File: src/rtl/dsm2_stereo_if.sv
// PCM sample bus feeding the stereo modulator: one 32-bit MSB-aligned word
// per channel, each with its own one-cycle valid strobe.
interface dsm2_stereo_if;
    logic [31:0] data_l_i;
    logic        data_l_stb_i;
    logic [31:0] data_r_i;
    logic        data_r_stb_i;

    modport master (output data_l_i, data_l_stb_i, data_r_i, data_r_stb_i);
    modport slave  (input  data_l_i, data_l_stb_i, data_r_i, data_r_stb_i);
endinterface

File: src/rtl/dsm2_stereo.sv
// Stereo second-order 1-bit delta-sigma modulator with saturating integrators,
// coherent L/R sample hand-over and an IDLE/WAIT/RUN control FSM.
module dsm2_stereo #(
    parameter int IN_W  = 24,
    parameter int ACC_W = 28
) (
    input  logic          clk_i,
    input  logic          rst_n_i,
    input  logic          en_i,
    input  logic          mod_stb_i,
    dsm2_stereo_if.slave  pcm_if,
    output logic [1:0]    dsm_o,
    output logic          dsm_stb_o,
    output logic [1:0]    ovf_o,
    output logic          run_o
);

    localparam logic signed [ACC_W+1:0] FB_POS  = {{(ACC_W+2-IN_W){1'b0}}, 1'b1, {(IN_W-1){1'b0}}};
    localparam logic signed [ACC_W+1:0] FB_NEG  = -FB_POS;
    localparam logic signed [ACC_W+1:0] SAT_MAX = {3'b000, {(ACC_W-1){1'b1}}};
    localparam logic signed [ACC_W+1:0] SAT_MIN = {3'b111, {(ACC_W-1){1'b0}}};

    typedef enum logic [1:0] {ST_IDLE, ST_WAIT, ST_RUN} state_t;

    function automatic logic signed [ACC_W-1:0] sat_f(input logic signed [ACC_W+1:0] v);
        logic signed [ACC_W+1:0] r;
        r = v;
        if (v > SAT_MAX) r = SAT_MAX;
        else if (v < SAT_MIN) r = SAT_MIN;
        return r[ACC_W-1:0];
    endfunction

    function automatic logic clip_f(input logic signed [ACC_W+1:0] v);
        return (v > SAT_MAX) || (v < SAT_MIN);
    endfunction

    // Assertion passes straight through; release is retimed by two flops.
    logic [1:0] rst_sync_q;
    logic       rst_int_n;

    always_ff @(posedge clk_i or negedge rst_n_i) begin
        if (!rst_n_i) rst_sync_q <= 2'b00;
        else          rst_sync_q <= {rst_sync_q[0], 1'b1};
    end
    assign rst_int_n = rst_sync_q[1];

    state_t state_q;
    logic   pair_rdy_q;
    logic   run_q;
    logic   dsm_stb_q;
    logic   copy_w;
    logic   upd_w;
    logic   toggle_w;

    assign copy_w   = en_i && mod_stb_i && pair_rdy_q && (state_q != ST_IDLE);
    assign upd_w    = en_i && mod_stb_i && (state_q == ST_RUN);
    assign toggle_w = mod_stb_i && !(en_i && (state_q == ST_RUN));

    always_ff @(posedge clk_i or negedge rst_int_n) begin
        if (!rst_int_n) begin
            state_q    <= ST_IDLE;
            pair_rdy_q <= 1'b0;
            run_q      <= 1'b0;
            dsm_stb_q  <= 1'b0;
        end else begin
            dsm_stb_q <= mod_stb_i;
            if (!en_i) begin
                state_q    <= ST_IDLE;
                run_q      <= 1'b0;
                pair_rdy_q <= 1'b0;
            end else begin
                case (state_q)
                    ST_IDLE: begin
                        state_q <= ST_WAIT;
                        run_q   <= 1'b0;
                    end
                    ST_WAIT: begin
                        if (copy_w) begin
                            state_q <= ST_RUN;
                            run_q   <= 1'b1;
                        end
                    end
                    ST_RUN:  run_q <= 1'b1;
                    default: begin
                        state_q <= ST_IDLE;
                        run_q   <= 1'b0;
                    end
                endcase
                // A right sample landing on the copy strobe stays pending for the next one.
                if (pcm_if.data_r_stb_i) pair_rdy_q <= 1'b1;
                else if (copy_w)         pair_rdy_q <= 1'b0;
            end
        end
    end

    assign run_o     = run_q;
    assign dsm_stb_o = dsm_stb_q;

    genvar gi;
    generate
        for (gi = 0; gi < 2; gi++) begin : g_ch
            logic [IN_W-1:0]         din_w;
            logic                    din_stb_w;
            logic signed [IN_W-1:0]  pend_q;
            logic signed [IN_W-1:0]  x_q;
            logic signed [IN_W-1:0]  x_use_w;
            logic signed [ACC_W-1:0] i1_q;
            logic signed [ACC_W-1:0] i2_q;
            logic signed [ACC_W-1:0] i1_d;
            logic signed [ACC_W-1:0] i2_d;
            logic signed [ACC_W+1:0] fb_w;
            logic signed [ACC_W+1:0] sum1_w;
            logic signed [ACC_W+1:0] sum2_w;
            logic                    clip_w;
            logic                    ovf_q;
            logic                    dsm_q;

            if (gi == 0) begin : g_left
                assign din_w     = pcm_if.data_l_i[31:32-IN_W];
                assign din_stb_w = pcm_if.data_l_stb_i;
            end else begin : g_right
                assign din_w     = pcm_if.data_r_i[31:32-IN_W];
                assign din_stb_w = pcm_if.data_r_stb_i;
            end

            // The copy strobe already integrates the freshly handed-over sample.
            assign x_use_w = copy_w ? pend_q : x_q;
            assign fb_w    = dsm_q ? FB_POS : FB_NEG;
            assign sum1_w  = $signed({{2{i1_q[ACC_W-1]}}, i1_q})
                           + $signed({{(ACC_W+2-IN_W){x_use_w[IN_W-1]}}, x_use_w})
                           - fb_w;
            assign sum2_w  = $signed({{2{i2_q[ACC_W-1]}}, i2_q})
                           + $signed({{2{i1_q[ACC_W-1]}}, i1_q})
                           - fb_w;
            assign i1_d    = sat_f(sum1_w);
            assign i2_d    = sat_f(sum2_w);
            assign clip_w  = clip_f(sum1_w) | clip_f(sum2_w);

            always_ff @(posedge clk_i or negedge rst_int_n) begin
                if (!rst_int_n) begin
                    pend_q <= '0;
                    x_q    <= '0;
                    i1_q   <= '0;
                    i2_q   <= '0;
                    ovf_q  <= 1'b0;
                    dsm_q  <= 1'b0;
                end else begin
                    if (din_stb_w) pend_q <= din_w;
                    if (!en_i) begin
                        x_q   <= '0;
                        i1_q  <= '0;
                        i2_q  <= '0;
                        ovf_q <= 1'b0;
                    end else begin
                        if (copy_w) x_q <= pend_q;
                        if (upd_w) begin
                            i1_q  <= i1_d;
                            i2_q  <= i2_d;
                            ovf_q <= ovf_q | clip_w;
                        end
                    end
                    if (toggle_w)   dsm_q <= ~dsm_q;
                    else if (upd_w) dsm_q <= ~i2_d[ACC_W-1];
                end
            end

            assign dsm_o[gi] = dsm_q;
            assign ovf_o[gi] = ovf_q;
        end
    endgenerate

endmodule

File: src/flat_wrapper.sv
// flat-port wrapper written by rule: the top's interface ports become plain ports
module dsm2_stereo_flat 
#(
    parameter int IN_W  = 24,
    parameter int ACC_W = 28
)
  (clk_i, rst_n_i, en_i, mod_stb_i, dsm_o, dsm_stb_o, ovf_o, run_o, pcm_if_data_l_i, pcm_if_data_l_stb_i, pcm_if_data_r_i, pcm_if_data_r_stb_i);
  dsm2_stereo_if pcm_if_i ();
  input  logic clk_i;
  input  logic rst_n_i;
  input  logic en_i;
  input  logic mod_stb_i;
  output logic [1:0] dsm_o;
  output logic dsm_stb_o;
  output logic [1:0] ovf_o;
  output logic run_o;
  input wire logic [$bits(pcm_if_i.data_l_i)-1:0] pcm_if_data_l_i;
  input wire logic [$bits(pcm_if_i.data_l_stb_i)-1:0] pcm_if_data_l_stb_i;
  input wire logic [$bits(pcm_if_i.data_r_i)-1:0] pcm_if_data_r_i;
  input wire logic [$bits(pcm_if_i.data_r_stb_i)-1:0] pcm_if_data_r_stb_i;
  assign pcm_if_i.data_l_i = pcm_if_data_l_i;
  assign pcm_if_i.data_l_stb_i = pcm_if_data_l_stb_i;
  assign pcm_if_i.data_r_i = pcm_if_data_r_i;
  assign pcm_if_i.data_r_stb_i = pcm_if_data_r_stb_i;
  dsm2_stereo #(.IN_W(IN_W), .ACC_W(ACC_W)) u_core (.clk_i(clk_i), .rst_n_i(rst_n_i), .en_i(en_i), .mod_stb_i(mod_stb_i), .pcm_if(pcm_if_i), .dsm_o(dsm_o), .dsm_stb_o(dsm_stb_o), .ovf_o(ovf_o), .run_o(run_o));
endmodule
File: config.mk
export PLATFORM = sky130hd
export DESIGN_NAME = dsm2_stereo_flat
export DESIGN_NICKNAME = d
export VERILOG_FILES = /design/src/rtl/dsm2_stereo_if.sv /design/src/rtl/dsm2_stereo.sv /design/src/flat_wrapper.sv
export SDC_FILE = /design/constraint.sdc
export NUM_CORES = 1
export LEC_CHECK = 0
export ABC_AREA = 1
export CAP_MARGIN = 20
export CORE_AREA = 4 4 206 208
export CTS_CLUSTER_SIZE = 16
export DETAILED_ROUTE_END_ITERATION = 8
export DIE_AREA = 0 0 210 212
export SLEW_MARGIN = 20
export SYNTH_ARGS = -nofsm -noshare
export SYNTH_HDL_FRONTEND = slang
export SYNTH_SLANG_ARGS = --single-unit
File: constraint.sdc
create_clock -name clk_i -period 8.8 [get_ports clk_i]
set_input_delay 1.32 -clock clk_i [delete_from_list [all_inputs] [get_ports clk_i]]
set_output_delay 1.32 -clock clk_i [all_outputs]
set_load 0.03 [all_outputs]
==> results.md <==
* Critical path arrival at approximately 6.5 ns
* Synth Register Bits at roughly 220
* Top cell by count, worst path: nand2_1
* Largest net degree at the start of global routing at between 90 and 100
* RSZ-0062 raised after global routing: false
* Area of the multi-input gates at 10,300 µm²
* Synth cell count leaders: 655 x nand2_1, 506 x inv_1, 219 x dfrtp_1, 212 x ha_1, 199 x nor2_1
* Top_reg_cell synth: dfrtp_1
* GR Util met2 at 37.8%
* Met1 usage at 26.7%
* Endpoints failing hold at 0
* Max clock buf depth at 3
* Die Wd at 210 µm
* Setup Crit Path Kind: in2reg
* Setup Skew at 0.0152 ns
* Yosys warnings at 0
* Endpoint class of the critical path: flop
* Clock latency at the later pin of the worst-skew pair at roughly 0.56 ns
* Initial core utilization at about 45%
* Delay-heaviest family, CP: simple AND/OR/NAND/NOR gates
* Crit path largest cell delay at around 0.73 ns
* Setup Buffers After CTS at 0
* Largest family of logic cells by synthesized area: simple AND/OR/NAND/NOR gates
* CP Launch Type: primary input
* Share of synthesized registers carrying an async set or reset at 100%
* Most common cell in the synthesized netlist: nand2_1
* DRT antenna net count at 0
* Post-CTS Hold Fix Bufs at 0
* Share of cells above drive strength 1 at under 10%
* Post-Synthesis Cells at 2,540
* Final GP Congestion at 0.935
* Mux contribution to synthesized area at 0.125%
* Fin crit share at 69.2%
* Library cells used by synthesis at between 40 and 50
* Fill cells at 4,123
* Number of max-cap violations at 0
* TritonCTS buffer count at 27
* Mean Syn Cell Area at 7.12 µm²
* Vias at 15,482
* Global-route wire length before repair at 76.2 mm
* FF/Latch Area at 5480 µm²
* Main area contributors after synthesis: dfrtp_1 30%, ha_1 15%, nand2_1 14%
* Vias in the first global route at 15,214
* Tightest Pin Transition at 0.948 ns
* Vias per inst at 4.94
* Min cycle time layout at 6.09 ns
* Die area at about 45,000 µm²
* Simple-Gate Fraction of Synth Area at 22.8%
* M3 GR Usage at 2.15%
* Rows at 74
* Num ports at 76
* Mapped Nets at 2,838
* Area grow syn2layout at 10.6%
* Detailed Route Iter0 Violations at around 900
* Gr busiest metal: met2
* Number of flops mapped to enable cells by yosys at 0
* N_diodes at 0
* Post-synthesis adder-cell area fraction at 16.4%
* Slowest cell on crit path: clkdlybuf4s50_1
* CP Max Fanout at 91
* Worst hold path type: reg2async
* H-tree depth at 1
* PortBufs at 59
* # resized after CTS at 0
* Crit path cell chain: clkdlybuf4s50_1 > nand2_1 > nor3_2 > buf_4 > or2_2 > o21ai_0 > inv_1 > fa_1 > ha_1 > nand2_1 > nor2_1 > nand2_1 > nor4_1 > nand2_1 > nand3_1 > nand2_2 > nand2_1 > nand2_1 > o211ai_1
* Post-route DRC at 0
* GRT Util Overall at between 20% and 30%
* # setup viols final at 0
* Post-synthesis compound-gate area fraction at between 10% and 20%
* DR WL/cell at 14.8 µm
* Max-slew headroom at 36.1%
* Final WL at about 46 mm
* Xor and xnor area share after synthesis at roughly 4.7%
* Worst Path Required at about 9.2 ns
* Final net count at 2,878
* First-pass iteration count of the detailed router at 5
* Top-area cell type share of the netlist area at 30.3%
* Setup TNS Final at 0 ns
* Die height at about 210 µm
* Clk sinks at 219
* Clk Tree Root Cell: clkbuf_16
* Core ar. at between 40,000 and 50,000 µm²
* Worst R2R Setup Slack at 3.58 ns
* Clock slew seen by the registers of the worst setup and hold paths at 0.06 ns
* Status: finished, final reports clean
* Hpwl dp at around 36 mm
* CTS tree: built
* Initial antenna violation count at 0
* Largest area contributor in the netlist: dfrtp_1
* Syn Std Cell Area at approximately 18,000 µm²
* Worst path bufs/invs at 3
* Sequential share of the synthesized area at 30.3%
* Total congestion overflow at 0
* Fmax at between 150 and 200 MHz
* Pins Over Slew Limit at 0
registers in the layout, summed over array words and instances (netlist names):
signal / count
u_core.g_ch.i1_q: 56
u_core.g_ch.dsm_q: 2
u_core.state_q: 2
u_core.g_ch.ovf_q: 2
u_core.dsm_stb_o: 1
u_core.run_o: 1
u_core.pair_rdy_q: 1
u_core.g_ch.i2_q: 56
u_core.g_ch.pend_q: 48
u_core.rst_sync_q: 2
u_core.g_ch.x_q: 48
layer usage:
metal / up-vias / part of all wire (%)
met4: 0 / 2.5
met2: 199 / 50
met3: 51 / 3.1
met5: - / 0
met1: 7212 / 45
li1: 8020 / -
stage by stage:
step | instance area (µm²) | worst slack, ns | util (%) | hold WS [ns] | cells
after global placement | 19100 | 2.27 | 47.0 | 0.269 | 3083
after CTS | 20000 | 2.71 | 49.3 | 0.280 | 3133
after floorplan | 18100 | 2.25 | - | 0.331 | 2540
final | 20000 | 2.71 | 49.3 | 0.253 | 3133
after global routing | 20000 | 2.24 | 49.3 | 0.288 | 3133
after detailed placement | 19100 | 2.15 | 47.0 | 0.274 | 3083
worst paths after layout:
kind,startpoint,to,cells after the start
worst min register to register,u_core.rst_sync_q[1],u_core.dsm_stb_o,0
worst max-delay path,en_i,u_core.g_ch[0].i1_q[13],19
worst min-delay path,u_core.rst_sync_q[1],u_core.dsm_stb_o,0
max in group asynchronous,u_core.rst_sync_q[1],u_core.g_ch[0].x_q[16],2
worst max register to register,u_core.state_q[0],u_core.g_ch[0].i1_q[13],19
min in group clk_i,u_core.rst_sync_q[0],u_core.rst_sync_q[1],0
cells in the final DEF, fill, tap and decap left out, drive strengths merged, types with 2 or more instances in the layout:
master           n
fa              16
dfrtp          219
clkbuf          41
nor3             8
a21oi          170
a31oi            9
mux2             2
a21o             8
o21ai          188
clkdlybuf4s50   59
nor2           201
nand4            3
nor4             2
buf             10
nand2          674
a21boi           2
clkinvlp         2
or2              2
o21bai          14
xnor2           46
bufinv           3
o211ai          26
ha             212
xor2            52
nand3           99
inv            512
nand3b           3
a211oi           3
clkinv           3
o21a             7
cell type report:
cell class | count | area share (%)
Inverter | 511 | 9.59
Sequential cell | 219 | 27.4
Multi-Input combinational cell | 1752 | 51.7
Tap cell | 532 | 3.33
Clock inverter | 9 | 0.682
Clock buffer | 41 | 3.94
Timing Repair Buffer | 69 | 3.33
cell families (layout without fill, tap and decap cells):
group	after synthesis	after routing
simple gates	994	994
buf+inv	569	630
compound gates	429	429
fa+ha+maj	228	228
flops	219	219
xor+xnor	98	98
mux	2	2
other cells	1	1
Power is not shown: default switching activity piles up to over one toggle a cycle in this logic, so the estimate is an artifact.
